`src/rtl/pc_pkg.sv`:
```
// Shared definitions for the PC generator: next-PC source encoding,
// run/halt state type and default vectors.
package pc_pkg;

  localparam logic [2:0] SRC_SEQ    = 3'b000;
  localparam logic [2:0] SRC_BRANCH = 3'b001;
  localparam logic [2:0] SRC_JUMP   = 3'b010;
  localparam logic [2:0] SRC_REG    = 3'b011;
  localparam logic [2:0] SRC_RET    = 3'b100;
  localparam logic [2:0] SRC_TRAP   = 3'b101;

  typedef enum logic {
    ST_RUN  = 1'b0,
    ST_HALT = 1'b1
  } pc_state_e;

  localparam logic [31:0] DEF_RESET_VEC = 32'h0000_0000;
  localparam logic [31:0] DEF_TRAP_VEC  = 32'h0000_0100;

endpackage

```
`src/rtl/pc_ras.sv`:
```
// Circular return-address stack. A push into a full stack overwrites the
// oldest entry; push and pop together replace the top entry in place.
module pc_ras #(
  parameter int XLEN      = 32,
  parameter int RAS_DEPTH = 4
) (
  input  logic            CLK,
  input  logic            Reset,
  input  logic            push,
  input  logic            pop,
  input  logic [XLEN-1:0] push_data,
  output logic [XLEN-1:0] top,
  output logic            empty,
  output logic            full
);

  localparam int PW = $clog2(RAS_DEPTH);
  localparam logic [PW-1:0] PTR_ONE = PW'(1);
  localparam logic [PW:0]   CNT_ONE = (PW + 1)'(1);
  localparam logic [PW:0]   CNT_MAX = (PW + 1)'(RAS_DEPTH);

  logic [XLEN-1:0] mem [RAS_DEPTH];
  logic [PW-1:0]   ptr;    // next free slot; wraps over the oldest entry
  logic [PW:0]     count;  // occupancy, saturates at RAS_DEPTH
  logic [PW-1:0]   tos;
  logic            do_pop;

  assign tos    = ptr - PTR_ONE;
  assign top    = mem[tos];
  assign empty  = (count == '0);
  assign full   = (count == CNT_MAX);
  assign do_pop = pop && !empty;

  // Pointer and occupancy bookkeeping; a combined push+pop leaves both alone.
  always_ff @(posedge CLK or negedge Reset) begin
    if (!Reset) begin
      ptr   <= '0;
      count <= '0;
    end else if (push && do_pop) begin
      ptr   <= ptr;
    end else if (push) begin
      ptr <= ptr + PTR_ONE;
      if (!full) count <= count + CNT_ONE;
    end else if (do_pop) begin
      ptr   <= ptr - PTR_ONE;
      count <= count - CNT_ONE;
    end
  end

  // Entry storage, deliberately not reset; combined push+pop rewrites the top.
  always_ff @(posedge CLK) begin
    if (push) mem[do_pop ? tos : ptr] <= push_data;
  end

endmodule

```
`src/rtl/pc_gen.sv`:
```
// Program counter generator: next-PC selection, run/halt control, trap and
// misalignment handling with sticky fault, and a return-address stack.
module pc_gen
  import pc_pkg::*;
#(
  parameter int              XLEN      = 32,
  parameter logic [XLEN-1:0] RESET_VEC = XLEN'(DEF_RESET_VEC),
  parameter logic [XLEN-1:0] TRAP_VEC  = XLEN'(DEF_TRAP_VEC),
  parameter int              RAS_DEPTH = 4
) (
  input  logic            CLK,
  input  logic            Reset,
  input  logic            PCWre,
  input  logic [2:0]      PCSrc,
  input  logic            BrTaken,
  input  logic [XLEN-1:0] Imm,
  input  logic [25:0]     JTarget,
  input  logic [XLEN-1:0] RegTarget,
  input  logic            Call,
  input  logic            Halt,
  input  logic            Resume,
  output logic [XLEN-1:0] curPC,
  output logic [XLEN-1:0] nextPC,
  output logic [XLEN-1:0] epc,
  output logic            halted,
  output logic            ras_empty,
  output logic            ras_full,
  output logic            fault
);

  pc_state_e       state, state_nxt;
  logic [XLEN-1:0] pc4, ras_top;
  logic            upd, is_ret, ret_empty, misalign, flt, ras_push, ras_pop;

  assign pc4 = curPC + XLEN'(4);

  // Combinational next-address candidate; reserved encodings fall back to SEQ.
  always_comb begin
    nextPC = pc4;
    case (PCSrc)
      SRC_BRANCH: if (BrTaken) nextPC = pc4 + {Imm[XLEN-3:0], 2'b00};
      SRC_JUMP:   nextPC = {pc4[XLEN-1:28], JTarget, 2'b00};
      SRC_REG:    nextPC = RegTarget;
      SRC_RET:    nextPC = ras_top;
      SRC_TRAP:   nextPC = TRAP_VEC;
      default:    nextPC = pc4;
    endcase
  end

  // A faulting update redirects to TRAP_VEC and leaves the stack untouched.
  assign upd       = (state == ST_RUN) && PCWre && !Halt;
  assign is_ret    = (PCSrc == SRC_RET);
  assign ret_empty = is_ret && ras_empty;
  assign misalign  = |nextPC[1:0];
  assign flt       = ret_empty || misalign;
  assign ras_push  = upd && Call && !flt;
  assign ras_pop   = upd && is_ret && !flt;
  assign halted    = (state == ST_HALT);

  // Run/halt state register.
  always_ff @(posedge CLK or negedge Reset) begin
    if (!Reset) state <= ST_RUN;
    else        state <= state_nxt;
  end

  // Halt wins over PCWre in RUN; only Resume matters in HALT.
  always_comb begin
    state_nxt = state;
    case (state)
      ST_RUN:  if (Halt)   state_nxt = ST_HALT;
      ST_HALT: if (Resume) state_nxt = ST_RUN;
      default: state_nxt = ST_RUN;
    endcase
  end

  // PC, exception PC and sticky fault update.
  always_ff @(posedge CLK or negedge Reset) begin
    if (!Reset) begin
      curPC <= RESET_VEC;
      epc   <= '0;
      fault <= 1'b0;
    end else if (upd) begin
      if (flt) begin
        curPC <= TRAP_VEC;
        epc   <= curPC;
        fault <= 1'b1;
      end else begin
        curPC <= nextPC;
        if (PCSrc == SRC_TRAP) epc <= curPC;
      end
    end
  end

  pc_ras #(.XLEN(XLEN), .RAS_DEPTH(RAS_DEPTH)) u_ras (
    .CLK       (CLK),
    .Reset     (Reset),
    .push      (ras_push),
    .pop       (ras_pop),
    .push_data (pc4),
    .top       (ras_top),
    .empty     (ras_empty),
    .full      (ras_full)
  );

endmodule

```
`config.mk`:
```
export PLATFORM = sky130hd
export DESIGN_NAME = pc_gen
export DESIGN_NICKNAME = d
export VERILOG_FILES = /design/src/rtl/pc_pkg.sv /design/src/rtl/pc_ras.sv /design/src/rtl/pc_gen.sv
export SDC_FILE = /design/constraint.sdc
export NUM_CORES = 1
export LEC_CHECK = 0
export CAP_MARGIN = 10
export CELL_PAD_IN_SITES_DETAIL_PLACEMENT = 0
export CELL_PAD_IN_SITES_GLOBAL_PLACEMENT = 1
export CORE_UTILIZATION = 38
export DETAILED_ROUTE_END_ITERATION = 6
export GPL_TIMING_DRIVEN = 0
export HOLD_SLACK_MARGIN = 0.06
export PLACE_DENSITY_LB_ADDON = 0.3
export SETUP_SLACK_MARGIN = 0.05
export SYNTH_ARGS = -nofsm -noshare
export SYNTH_HDL_FRONTEND = slang
export SYNTH_SLANG_ARGS = --single-unit
export TNS_END_PERCENT = 50
```
`constraint.sdc`:
```
create_clock -name CLK -period 4.3 [get_ports CLK]
set_input_delay 0.86 -clock CLK [delete_from_list [all_inputs] [get_ports CLK]]
set_output_delay 0.86 -clock CLK [all_outputs]
set_load 0.1 [all_outputs]
```
# ---- Yosys cells after proc, flatten, opt, wreduce, memory -nomap -nowiden
# Memory sizes are Yosys's and may differ from the RTL's.
# Cells that the tools add are included.
dict set report word_totals {
  ff_bits 71
  mem_bits_rw 128
  inputBits 100
  out_inout_bits 100
  wordCells 57
  mem_count 1
}
# name depth word_bits read_ports rd_clocked_by_memory_dff write_ports line_no
set mem_list {}
lappend mem_list {u_ras.mem 4 32 1 0 1 pc_ras.sv:22} ;# logic [XLEN-1:0] mem [RAS_DEPTH];
dict set report op_classes {
  addsub 6
  n_eq_ne 7
  muxes 15
  bitwise 2
  n_reduce_logical 20
}
# operator n
set ops {}
lappend ops {{32-bit case mux with 5 select lines} 1}
lappend ops {{32-bit 2-to-1 mux} 4}
lappend ops {{32-bit by 3-bit adder with 32-bit output (second input constant)} 1}
lappend ops {{32-bit adder} 1}
lappend ops {{3-bit equality test (second input constant)} 3}
lappend ops {{1-bit logical AND} 9}
lappend ops {{3-bit 2-to-1 mux} 3}
lappend ops {{3-bit by 2-bit equality test with 1-bit output (second input constant)} 2}
lappend ops {{1-bit 2-to-1 mux} 4}
lappend ops {{2-bit 2-to-1 mux} 2}
lappend ops {{2-bit AND reduction} 2}
lappend ops {{2-bit nonzero test} 2}
lappend ops {{3-bit by 1-bit adder with 3-bit output (second input constant)} 1}
lappend ops {{3-bit by 1-bit equality test with 1-bit output (second input constant)} 1}
lappend ops {{1-bit logical NOT} 3}
lappend ops {{3-bit logical NOT} 1}
lappend ops {{3-bit AND reduction} 1}
lappend ops {{3-bit by 1-bit subtractor with 3-bit output (second input constant)} 1}
lappend ops {{2-bit by 1-bit adder with 2-bit output (second input constant)} 1}
lappend ops {{2-bit inequality test (second input constant)} 1}
lappend ops {{1-bit inverter} 2}
lappend ops {{1-bit case mux with 2 select lines} 1}
lappend ops {{2-bit OR reduction} 1}
lappend ops {{2-bit by 1-bit subtractor with 2-bit output (second input constant)} 1}
lappend ops {{1-bit logical OR} 1}

# ---- Depth between registers and ports, before layout
dict set report depth {
  depth_word 12
  mapped_depth 16
  ltp_nobuf 16
}

# ---- Cells and area by module
# Synthesis repeated with hierarchy kept, for this count alone.
dict set report hier_totals {
  hier_cells 960
  area_unflattened_um2 11174.5
}
# module instances cells_each area_per_inst_um2 seq_area_each_um2
set modules_own_cells {}
lappend modules_own_cells {pc_gen 1 746 6085.8 1651.6}
lappend modules_own_cells {pc_ras 1 214 5088.6 3968.8}

# ---- Worst setup path before layout
# No wires, ideal clock.
dict set report synth_path {
  kind {flip-flop to output port}
  from {reg curPC[10]}
  to {out nextPC[27]}
  arrival_time_ns 6.089
  required_time_ns 3.440
  slack_ns -2.649
  path_stages_with_launch 15
  path_buffers 0
  path_cell_list {dfrtp_1 -> and4_4 -> nand2_1 -> nor3_2 -> nand4_1 -> xnor2_1 -> ha_1 -> nand2_1 -> or4_1 -> a21oi_1 -> o31a_1 -> nand2b_1 -> a21boi_1 -> mux2i_1 -> a211oi_1}
}
dict set report synth_between {
  elab_chain_len 4
}
# element line_no
set synth_lines {}
lappend synth_lines {{start, declared} pc_gen.sv:22} ;# output logic [XLEN-1:0] curPC,
lappend synth_lines {{start signal, assigned} pc_gen.sv:88} ;# curPC <= nextPC;
lappend synth_lines {{32-bit by 3-bit adder with 32-bit output} pc_gen.sv:35} ;# assign pc4 = curPC + XLEN'(4);
lappend synth_lines {{via pc4[18]} pc_gen.sv:32} ;# logic [XLEN-1:0] pc4, ras_top;
lappend synth_lines {{32-bit adder} pc_gen.sv:41} ;# SRC_BRANCH: if (BrTaken) nextPC = pc4 + {Imm[XLEN-3:0], 2'b00};
lappend synth_lines {{32-bit 2-to-1 mux} pc_gen.sv:41}
lappend synth_lines {{32-bit case mux with 5 select lines} pc_gen.sv:40} ;# case (PCSrc)
lappend synth_lines {{end, declared} pc_gen.sv:23} ;# output logic [XLEN-1:0] nextPC,
# The timed path passes the listed nets, and every way through them passes these cells.

# ---- Worst setup path after layout
dict set report layout_path {
  from {reg curPC[10]}
  to {out nextPC[23]}
}
# The elaborated chain is that of the path after synthesis.

==> metrics.txt <==
# TYPE chip_impl_metric gauge
chip_impl_info{name="status",value="finished, violations left"} 1
chip_impl_info{name="failing_checks",value="setup timing"} 1
chip_impl_metric{name="detailroute.wirelength.met3",unit="um"} 2870
chip_impl_metric{name="antenna_violating_nets_post_route",unit=""} 0
chip_impl_metric{name="clk_pin_slew_worst_paths",unit="ns"} 0.08
chip_impl_metric{name="drtIter0Drc",unit=""} 901
chip_impl_metric{name="seq_power_share",unit="%"} 27.2
chip_impl_metric{name="timing.final.crit_period",unit="ns"} 5.05
chip_impl_info{name="reg_to_reg_critical_path_startpoint",value="curPC[10]$_DFFE_PN0P_"} 1
chip_impl_metric{name="design.final.nets",unit=""} 1397
chip_impl_metric{name="power_switching_share",unit="%"} 46.4
chip_impl_metric{name="std_cell_rows",unit=""} 62
chip_impl_metric{name="synth.distinct_cells",unit=""} 74
chip_impl_metric{name="dr_total_vias",unit=""} 9633
chip_impl_info{name="worst_setup_ep_type",value="primary output"} 1
chip_impl_info{name="ctsRootBufferMaster",value="clkbuf_16"} 1
chip_impl_metric{name="die_width",unit="um"} 173
chip_impl_metric{name="power-per-cell-area",unit="mW/mm^2"} 555
chip_impl_metric{name="grt_max_degree",unit=""} 43
chip_impl_metric{name="share_clk_of_total_power",unit="%"} 17.0
chip_impl_metric{name="synthesis.nets",unit=""} 1074
chip_impl_metric{name="clock_sinks",unit=""} 199
chip_impl_metric{name="worstMarginPinSlew",unit="ns"} 1.00
chip_impl_metric{name="gr-usage-all-layers",unit="%"} 26.3
chip_impl_metric{name="async_reset_ff_share",unit="%"} 35.7
chip_impl_metric{name="portBuffers",unit=""} 195
chip_impl_metric{name="worstPathMaxFanout",unit=""} 5
chip_impl_metric{name="post_drt_wl_per_cell",unit="um"} 23.8
chip_impl_metric{name="clock_tree.buffer_depth",unit=""} 2
chip_impl_info{name="min_path_type",value="in2async"} 1
chip_impl_info{name="start_kind",value="flop"} 1
chip_impl_metric{name="cts_made_buffers",unit=""} 17
chip_impl_metric{name="drt_wl_total",unit="um"} 39500
chip_impl_metric{name="fmax",unit="MHz"} 198
chip_impl_metric{name="max-cap-violations",unit=""} 0
chip_impl_metric{name="first_pass_grt_wire_length",unit="um"} 58300
chip_impl_info{name="rsz_0062_raised_after_global_routing",value="true"} 1
chip_impl_metric{name="number_of_synthesized_flops_with_an_enable_pin",unit=""} 128
chip_impl_metric{name="vdd_ir_drop_max",unit="V"} 0.000433
chip_impl_metric{name="final_layout_size_suffix_gt1_share",unit="%"} 38.2
chip_impl_metric{name="post_synth.cell_area_avg",unit="um^2"} 11.8
chip_impl_metric{name="drt_first_pass_iters",unit=""} 6
chip_impl_metric{name="power.share.combinational",unit="%"} 55.8
chip_impl_metric{name="initial_utilization",unit="%"} 38.6
chip_impl_metric{name="timing.slew.headroom",unit="%"} 33.1
chip_impl_metric{name="flip_flop_and_latch_count_after_synthesis",unit=""} 199
chip_impl_info{name="critPathKind",value="reg2out"} 1
chip_impl_metric{name="route.layer.met1.wl",unit="um"} 16300
chip_impl_metric{name="cts_max_level",unit=""} 4
chip_impl_metric{name="grt_overflow_total",unit=""} 0
chip_impl_metric{name="antenna_found_initial",unit=""} 0
chip_impl_info{name="ys.flop_type",value="edfxtp_1"} 1
chip_impl_metric{name="core_region_area",unit="mm^2"} 0.0287
chip_impl_metric{name="whs",unit="ns"} 0.349
chip_impl_metric{name="synth_sequential_area_ratio",unit="%"} 50.7
chip_impl_info{name="uppermost_routed_layer",value="met4"} 1
chip_impl_metric{name="synthesis.yosys.warnings",unit=""} 0
chip_impl_info{name="tritoncts",value="done"} 1
chip_impl_metric{name="worst_clock_skew",unit="ns"} 0.0108
chip_impl_metric{name="stdcell_count",unit=""} 1657
chip_impl_metric{name="timing.final.max_slew_violations",unit=""} 0
chip_impl_metric{name="dpl.cell_count",unit=""} 1522
chip_impl_metric{name="insertion_delay",unit="ns"} 0.45
chip_impl_metric{name="netlist_area",unit="mm^2"} 0.0111
chip_impl_metric{name="gpl.final_weighted_congestion",unit=""} 0.913
chip_impl_info{name="crit-reg2reg-capture",value="curPC[23]$_DFFE_PN0P_"} 1
chip_impl_metric{name="syn2layout_area_growth",unit="%"} 52.8
chip_impl_metric{name="critical_path_arrival",unit="ns"} 4.19
chip_impl_metric{name="cts-hold-fix-buffers",unit=""} 0
chip_impl_metric{name="via_count_of_the_first_global_routing_pass",unit=""} 9549
chip_impl_metric{name="dr_wl_met2",unit="um"} 19200
chip_impl_metric{name="worstRegToRegCells",unit=""} 18
chip_impl_metric{name="antenna_cells_inserted",unit=""} 0
chip_impl_metric{name="critPathRequiredTime",unit="ns"} 3.44
chip_impl_metric{name="postLayoutSetupSlackWorst",unit="ns"} -0.747
chip_impl_metric{name="post_drt_via_cell_ratio",unit=""} 5.81
chip_impl_metric{name="io-pin-count",unit=""} 200
chip_impl_metric{name="finalHoldViolations",unit=""} 0
chip_impl_metric{name="die_area",unit="mm^2"} 0.0298
chip_impl_metric{name="drt_drc_violations_left",unit=""} 0
chip_impl_metric{name="final_worst_path_cycle_share",unit="%"} 117
chip_impl_metric{name="power.internal",unit="W"} 0.00503
chip_impl_metric{name="net_switching_power_of_the_design",unit="W"} 0.00436
chip_impl_metric{name="r2r_slack",unit="ns"} 0.38
chip_impl_metric{name="die_height",unit="um"} 173
chip_impl_metric{name="total_leakage_power",unit="nW"} 6.47
chip_impl_metric{name="post_synth_inst_count",unit=""} 937
chip_impl_metric{name="post-dp-hpwl",unit="um"} 27000
chip_impl_metric{name="count_of_final_setup_violators",unit=""} 20
chip_impl_metric{name="timing.setup.tns",unit="ns"} -8.64
==> cells in the mapped netlist (13+ instances only) <==
cell type  count  area share (%)
a21o_1        14            0.95
mux2i_1       18             1.6
nand3_1       18            0.81
inv_1         19            0.64
dfrtp_1       71              16
mux4_2        32             6.5
a221oi_1      15             1.2
clkbuf_1      23            0.78
nor2_1        63             2.1
mux2_2        35             3.6
edfxtp_1     128              35
xor2_1        25             2.0
o22ai_1       13            0.73
o21ai_0       59             2.7
a21oi_1       59             2.7
a22o_1        23             1.8
ha_1          35             4.0
xnor2_1       30             2.4
nand2_1       65             2.2
==> final cells by class <==
type                            instances  area, um^2
Inverter                               19        73.8
Fill cell                            2292       11800
Clock inverter                         11         114
Tap cell                              384         480
Sequential cell                       199        5690
Clock buffer                           21         450
Timing Repair Buffer                  306        3150
Multi-Input combinational cell        673        6730
Buffer                                 44         239
==> power groups by stage <==
| stage | clock network [W] | registers [W] | logic (W) |
|---|---|---|---|
| 4_1_cts | 0.00160 | 0.00256 | 0.00499 |
| 5_1_grt | 0.00167 | 0.00258 | 0.00546 |
| 3_3_place_gp | 0 | 0.00260 | 0.00434 |
| 6_report | 0.00160 | 0.00255 | 0.00524 |
| 2_1_floorplan | 0 | 0.00373 | 0.00212 |
| 3_5_place_dp | 0 | 0.00260 | 0.00438 |
==> layout by cell type, fill, tap and decap left out, drive strengths merged, types with 12 or more instances in the layout <==
| cell type | count |
|---|---|
| a21o | 14 |
| a21oi | 59 |
| a221oi | 15 |
| a22o | 23 |
| buf | 162 |
| clkbuf | 44 |
| clkdlybuf4s50 | 163 |
| dfrtp | 71 |
| edfxtp | 128 |
| ha | 35 |
| inv | 24 |
| mux2 | 36 |
| mux2i | 18 |
| mux4 | 32 |
| nand2 | 65 |
| nand2b | 12 |
| nand3 | 18 |
| nor2 | 64 |
| nor3 | 14 |
| o21ai | 61 |
| o22ai | 13 |
| xnor2 | 30 |
| xor2 | 25 |
==> stage by stage <==
stage	instance area (um^2)	worst slack (ns)	util, %	power [W]
final	16900	-0.747	59.0	0.00939
after global routing	16900	-0.854	59.0	0.00971
after CTS	16400	-0.662	57.1	0.00915
after detailed placement	14100	-1.79	49.1	0.00698
after global placement	14000	-1.82	48.6	0.00693
after floorplan	11500	-0.500	-	0.00585
==> metal layers <==
layer,vias to the layer above,global-route usage [%]
met4,0,9.40
met2,463,43.5
met3,60,3.76
li1,4256,-
met5,-,0
met1,4854,35.4
==> worst max-delay path: stages, from the launching register on <==
cell	delay, ns
dfrtp_4	0.44
and4_4	0.26
nand2_4	0.07
nor3_4	0.21
buf_12	0.15
nand4_1	0.18
xnor2_4	0.21
ha_4	0.33
nand2_4	0.07
or4_4	0.53
a21oi_4	0.14
o31a_1	0.19
nand2b_4	0.18
a21boi_4	0.07
xnor2_2	0.15
o211ai_1	0.19
buf_4	0.17
inv_4	0.04
buf_12	0.15
==> worst max-delay path by stage <==
stage / cells after the start / slack (ns) / end / start
2_1_floorplan: 14 / -0.50 / nextPC[27] / curPC[5]$_DFFE_PN0P_
3_3_place_gp: 8 / -1.82 / u_ras.mem[1][18]$_DFFE_PP_ / PCSrc[2]
3_5_place_dp: 15 / -1.79 / nextPC[31] / curPC[2]$_DFFE_PN0P_
4_1_cts: 17 / -0.66 / nextPC[31] / curPC[9]$_DFFE_PN0P_
5_1_grt: 18 / -0.85 / nextPC[23] / curPC[9]$_DFFE_PN0P_
6_report: 18 / -0.75 / nextPC[23] / curPC[10]$_DFFE_PN0P_
==> sequential cells by signal (all words and copies together) (netlist names) <==
signal	cells
u_ras.mem	128
u_ras.ptr	2
fault	1
curPC	32
epc	32
halted	1
u_ras.count	3
==> logic make-up (layout without fill, tap and decap cells) <==
logic type / count (synthesis) / count (layout) / synth area share (%)
simple gates: 237 / 237 / 10.9
fa+ha+maj: 37 / 37 / 4.31
buf+inv: 65 / 401 / 2.51
mux: 86 / 86 / 11.8
xor+xnor: 55 / 55 / 4.35
compound gates: 258 / 258 / 15.4
flops: 199 / 199 / 50.7
==> timing repair <==
item                                    CTS  global route
setup buffers                            71            35
gates cloned                              0             0
endpoints found under the setup margin   31            30
endpoints found under the hold margin     0             0
pin swaps                                74            48
resized for setup                       409            79
No activity file was read; power rests on OpenSTA's default activity.
==> RTL change 1: new RTL, config.mk and constraints unchanged <==
Remove the case item `SRC_BRANCH` of the case on `PCSrc`.
--- a/src/rtl/pc_gen.sv
+++ b/src/rtl/pc_gen.sv
@@ -39,5 +39,4 @@
     nextPC = pc4;
     case (PCSrc)
-      SRC_BRANCH: if (BrTaken) nextPC = pc4 + {Imm[XLEN-3:0], 2'b00};
       SRC_JUMP:   nextPC = {pc4[XLEN-1:28], JTarget, 2'b00};
       SRC_REG:    nextPC = RegTarget;
Function: changed (a bounded check fails within 4 cycles, from zero or initial values and one cycle with Reset low).
==> RTL change 1 against the original RTL <==
- first-iteration DRC count shrank 34%
- non-clock buffer count shrank 121
- setup slack gained 0.85 ns
- sequential cell count is the same
- via count shrank 28%
- area after synthesis shrank 16%
- worst hold slack gained 0.031 ns
- final area shrank 27%
- total power shrank 9.3%
- global-route usage shrank 2.2 points
- largest cell class is now registers
- wire length shrank 24%
- critical path depth shrank 10
- clock skew grew 0.0029 ns
==> RTL change 1: results (changes against the original RTL) <==
Synth
  – Syn nets: 813 (was 1,074)
  – Post-synthesis cell count: 711 (was 937)
  – Netlist cell types: 70 (was 74)
  – Top cells by count, synth: edfxtp_1 (128), dfrtp_1 (71), nor2_1 (57), nand2_1 (56), o21ai_0 (34) (was edfxtp_1 (128), dfrtp_1 (71), nand2_1 (65), nor2_1 (63))
  – Synth top area cells: edfxtp_1 (41%), dfrtp_1 (19%), mux4_2 (7.0%), mux2_2 (3.8%), nor2_1 (2.3%) (was edfxtp_1 (35%), dfrtp_1 (16%), mux4_2 (6.5%), ha_1 (4.0%), mux2_2 (3.6%))

Run status
  – Outcome: finished, final reports clean (was finished with violations)

Layout
  – # nets final: 1,005 (was 1,397)
  – Multi-input gates: 445 (was 673)
  – Design Area, Final: 12,300 um2 (was 16,900 um2)
  – Data buffer area share: 0.170 (was 0.200)
  – Sequential cells: 199 (unchanged)
  – Fillers: 2,171 (was 2,292)
  – Clk tree area frac: 0.0461 (was 0.0333)
  – Non-CTS buffers: 229 (was 350)
  – Share of post-route cells with drive strength above 1: 0.246 (was 0.382)
  – Multi-input gate area: 3600 um2 (was 6730 um2)

Hold path
  – Hold Crit Class: in -> async (unchanged)

Route
  – Final WL: 30,000 um (was 39,500 um)
  – Met3 wire len: 2240 um (was 2870 um)
  – Drt via density: 5.58 (was 5.81)
  – Met2 wire length: 14,500 um (was 19,200 um)
  – Met1 WL: 12,600 um (was 16,300 um)
  – Vias: 6,924 (was 9,633)
  – Iteration-0 DRC Markers: 597 (was 901)
  – Drt pass-1 iters: 5 (was 6)

Power and ir drop
  – Peak supply drop: 605 uV (was 433 uV)
  – Net Sw Power: 0.00416 W (was 0.00436 W)
  – Clk pwr share: 0.180 (was 0.170)

Worst setup path
  – CP Max Fanout: 10 (was 5)
  – Critical Path AT: 3.33 ns (was 4.19 ns)
  – Crit-path slowest cell: clkdlybuf4s50_1 (was or4_4)
  – FF-to-FF End: u_ras.mem[0][25] (was curPC[23])
  – Critical path's largest stage delay: 0.60 ns (was 0.53 ns)
  – Worst R2R Setup Slack: 0.55 ns (was 0.38 ns)
  – Critical Path Source: PCSrc[0] (was curPC[10])
  – Worst r2r src: u_ras.ptr[1] (was curPC[10])

STA
  – Maximum clock frequency: 238 MHz (was 198 MHz)
  – WHS: 0.379 ns (was 0.349 ns)
  – Max Clock Skew: 0.0136 ns (was 0.0108 ns)

Place
  – Number of I/O port buffers: 164 (was 195)
  – Dpl hpwl: 21,800 um (was 27,000 um)
  – GP Congestion: 0.867 (was 0.913)
  – Place WS: -1.58 ns (was -1.79 ns)

Global routing
  – First-pass GRT wire length: 44,500 um (was 58,300 um)
  – M3 GR Usage: 0.0435 (was 0.0376)
  – Total GRT Usage: 0.241 (was 0.263)
[RTL change 1: cell count changes after synthesis, moves of 8 or more]
| cell | change |
|---|---|
| a21oi_1 | -43 |
| ha_1 | -33 |
| o21ai_0 | -25 |
| mux2i_1 | -16 |
| xnor2_1 | -15 |
| a221oi_1 | -13 |
| a21o_1 | -9 |
| nand2_1 | -9 |
| inv_1 | -8 |
| nand2b_1 | -8 |
| o22ai_1 | -8 |
| xor2_1 | -8 |
[RTL change 1: cells by family after synthesis]
| group | Yosys count | synth area share |
|---|---|---|
| compound gates | 155 | 0.121 |
| xor+xnor | 32 | 0.0299 |
| fa+ha+maj | 2 | 0.00267 |
| buf+inv | 67 | 0.0356 |
| flops | 199 | 0.600 |
| mux | 64 | 0.112 |
| simple gates | 192 | 0.0988 |
[RTL change 1: repair_timing]
action | in CTS | in global routing
gates resized for setup | 199 | 42
buffers inserted | 0 | 4
hold endpoints to repair | 0 | 0
hold buffers | 0 | 0
endpoints found under the setup margin | 60 | 27
pin swaps | 0 | 4
==> RTL change 2: new RTL, same flow settings <==
Without the edit above. `XLEN` is set to 32 in 2 places; all go to 64.
--- a/src/rtl/pc_ras.sv
+++ b/src/rtl/pc_ras.sv
@@ -2,5 +2,5 @@
 // oldest entry; push and pop together replace the top entry in place.
 module pc_ras #(
-  parameter int XLEN      = 32,
+  parameter int XLEN      = 64,
   parameter int RAS_DEPTH = 4
 ) (
--- a/src/rtl/pc_gen.sv
+++ b/src/rtl/pc_gen.sv
@@ -4,5 +4,5 @@
   import pc_pkg::*;
 #(
-  parameter int              XLEN      = 32,
+  parameter int              XLEN      = 64,
   parameter logic [XLEN-1:0] RESET_VEC = XLEN'(DEF_RESET_VEC),
   parameter logic [XLEN-1:0] TRAP_VEC  = XLEN'(DEF_TRAP_VEC),
Ports: changed (5 resized); port bits go from 200 to 360. The function was not compared with the original's and may differ.
==> RTL change 2 against the original RTL <==
- the run still ends with setup timing left
- wire length increased by 130%
- die area increased by 93%
- area after synthesis increased by 94%
- setup slack got worse by 0.90 ns
- synthesized cell count increased by 92%
- clock power increased by 150%
- sequential share of layout area decreased by 1.6 points
- final cell count increased by 98%
- sequential cell count increased by 192
- final area increased by 110%
- total power increased by 110%
- critical path type unchanged
- largest cell class unchanged
- highest routed layer unchanged
==> RTL change 2: results (changes against the original RTL) <==
Run status
  – Outcome: finished with violations (unchanged)
  – Failing checks: setup timing (unchanged)

Route
  – Drt wl/cell: 28.2 um (was 23.8 um)

Worst setup path
  – Critical Path Source: curPC[15] (was curPC[10])
  – Worst setup path endpoint: nextPC[48] (was nextPC[23])
  – Reg2Reg Depth: 22 (was 18)
  – Crit-path slowest cell: a222oi_1 (was or4_4)
  – Critical Path AT: 5.09 ns (was 4.19 ns)

Synth
  – Netlist cell types: 80 (was 74)
  – Adder-cell area share of the yosys netlist: 0.0438 (was 0.0431)
  – Synth top area cells: edfxtp_1 (36%), dfrtp_1 (16%), mux4_2 (6.7%), ha_1 (4.2%), mux2_2 (3.5%) (was edfxtp_1 (35%), dfrtp_1 (16%), mux4_2 (6.5%), ha_1 (4.0%), mux2_2 (3.6%))
  – Synth Area in Compound Gates: 0.160 (was 0.154)
  – Synth Cell Area: 21,500 um2 (was 11,100 um2)

Global routing
  – First-pass GRT wire length: 131,000 um (was 58,300 um)
  – Initial antenna violation count: 3 (was 0)
  – Largest net degree at the start of global routing: 73 (was 43)
  – M3 GR Usage: 0.0515 (was 0.0376)

Power and ir drop
  – Comb power: 0.0105 W (was 0.00524 W)
  – Clk pwr share: 0.203 (was 0.170)

Layout
  – Fillers: 4,123 (was 2,292)
  – Data buffer area share: 0.212 (was 0.200)
  – Share of post-route cells with drive strength above 1: 0.438 (was 0.382)
  – Clkbuf count: 65 (was 21)
  – Clk tree area frac: 0.0431 (was 0.0333)

Place
  – DP Cell Count: 2,922 (was 1,522)
  – GP Congestion: 0.923 (was 0.913)
  – Dpl hpwl: 65,200 um (was 27,000 um)

Clock tree
  – CTS buffer count: 45 (was 17)
  – Skew-Pair Late Insertion Delay: 0.60 ns (was 0.45 ns)
  – Clock buffer depth: 3 (was 2)

STA
  – Max_slew headroom: 0.313 (was 0.331)
  – Final setup viols: 73 (was 20)
  – Final WS setup: -1.65 ns (was -0.747 ns)
-- RTL change 2: what timing repair did --
action | in CTS | in global routing
resized for setup | 930 | 171
cloned | 0 | 0
endpoints found under the setup margin | 314 | 91
pin swaps | 183 | 151
setup buffers | 208 | 86
-- RTL change 2: layer usage --
metal	vias up	routed length, um	share of wire
met3	166	8090	0.088
met2	1086	44500	0.48
met5	-	0	0
met1	10000	36100	0.39
met4	0	3640	0.039
li1	8388	-	-
-- RTL change 2: cells by family after synthesis --
kind of cell,Yosys count
adders and majority gates,74
xor gates and xnor gates,113
DFF,391
and+or+nand+nor,460
AOI/OAI and AO/OA,492
muxes,139
buffers and inverters,134
-- RTL change 2: worst min-delay path by stage --
stage | startpoint | endpoint | slack, ns
finish | Reset | epc[8] | 0.24
global route | Reset | epc[14] | 0.30
CTS | Reset | epc[8] | 0.27
detailed placement | fault | fault | 0.46
global placement | fault | fault | 0.44
floorplan | u_ras.count[2] | u_ras.count[2] | 0.51
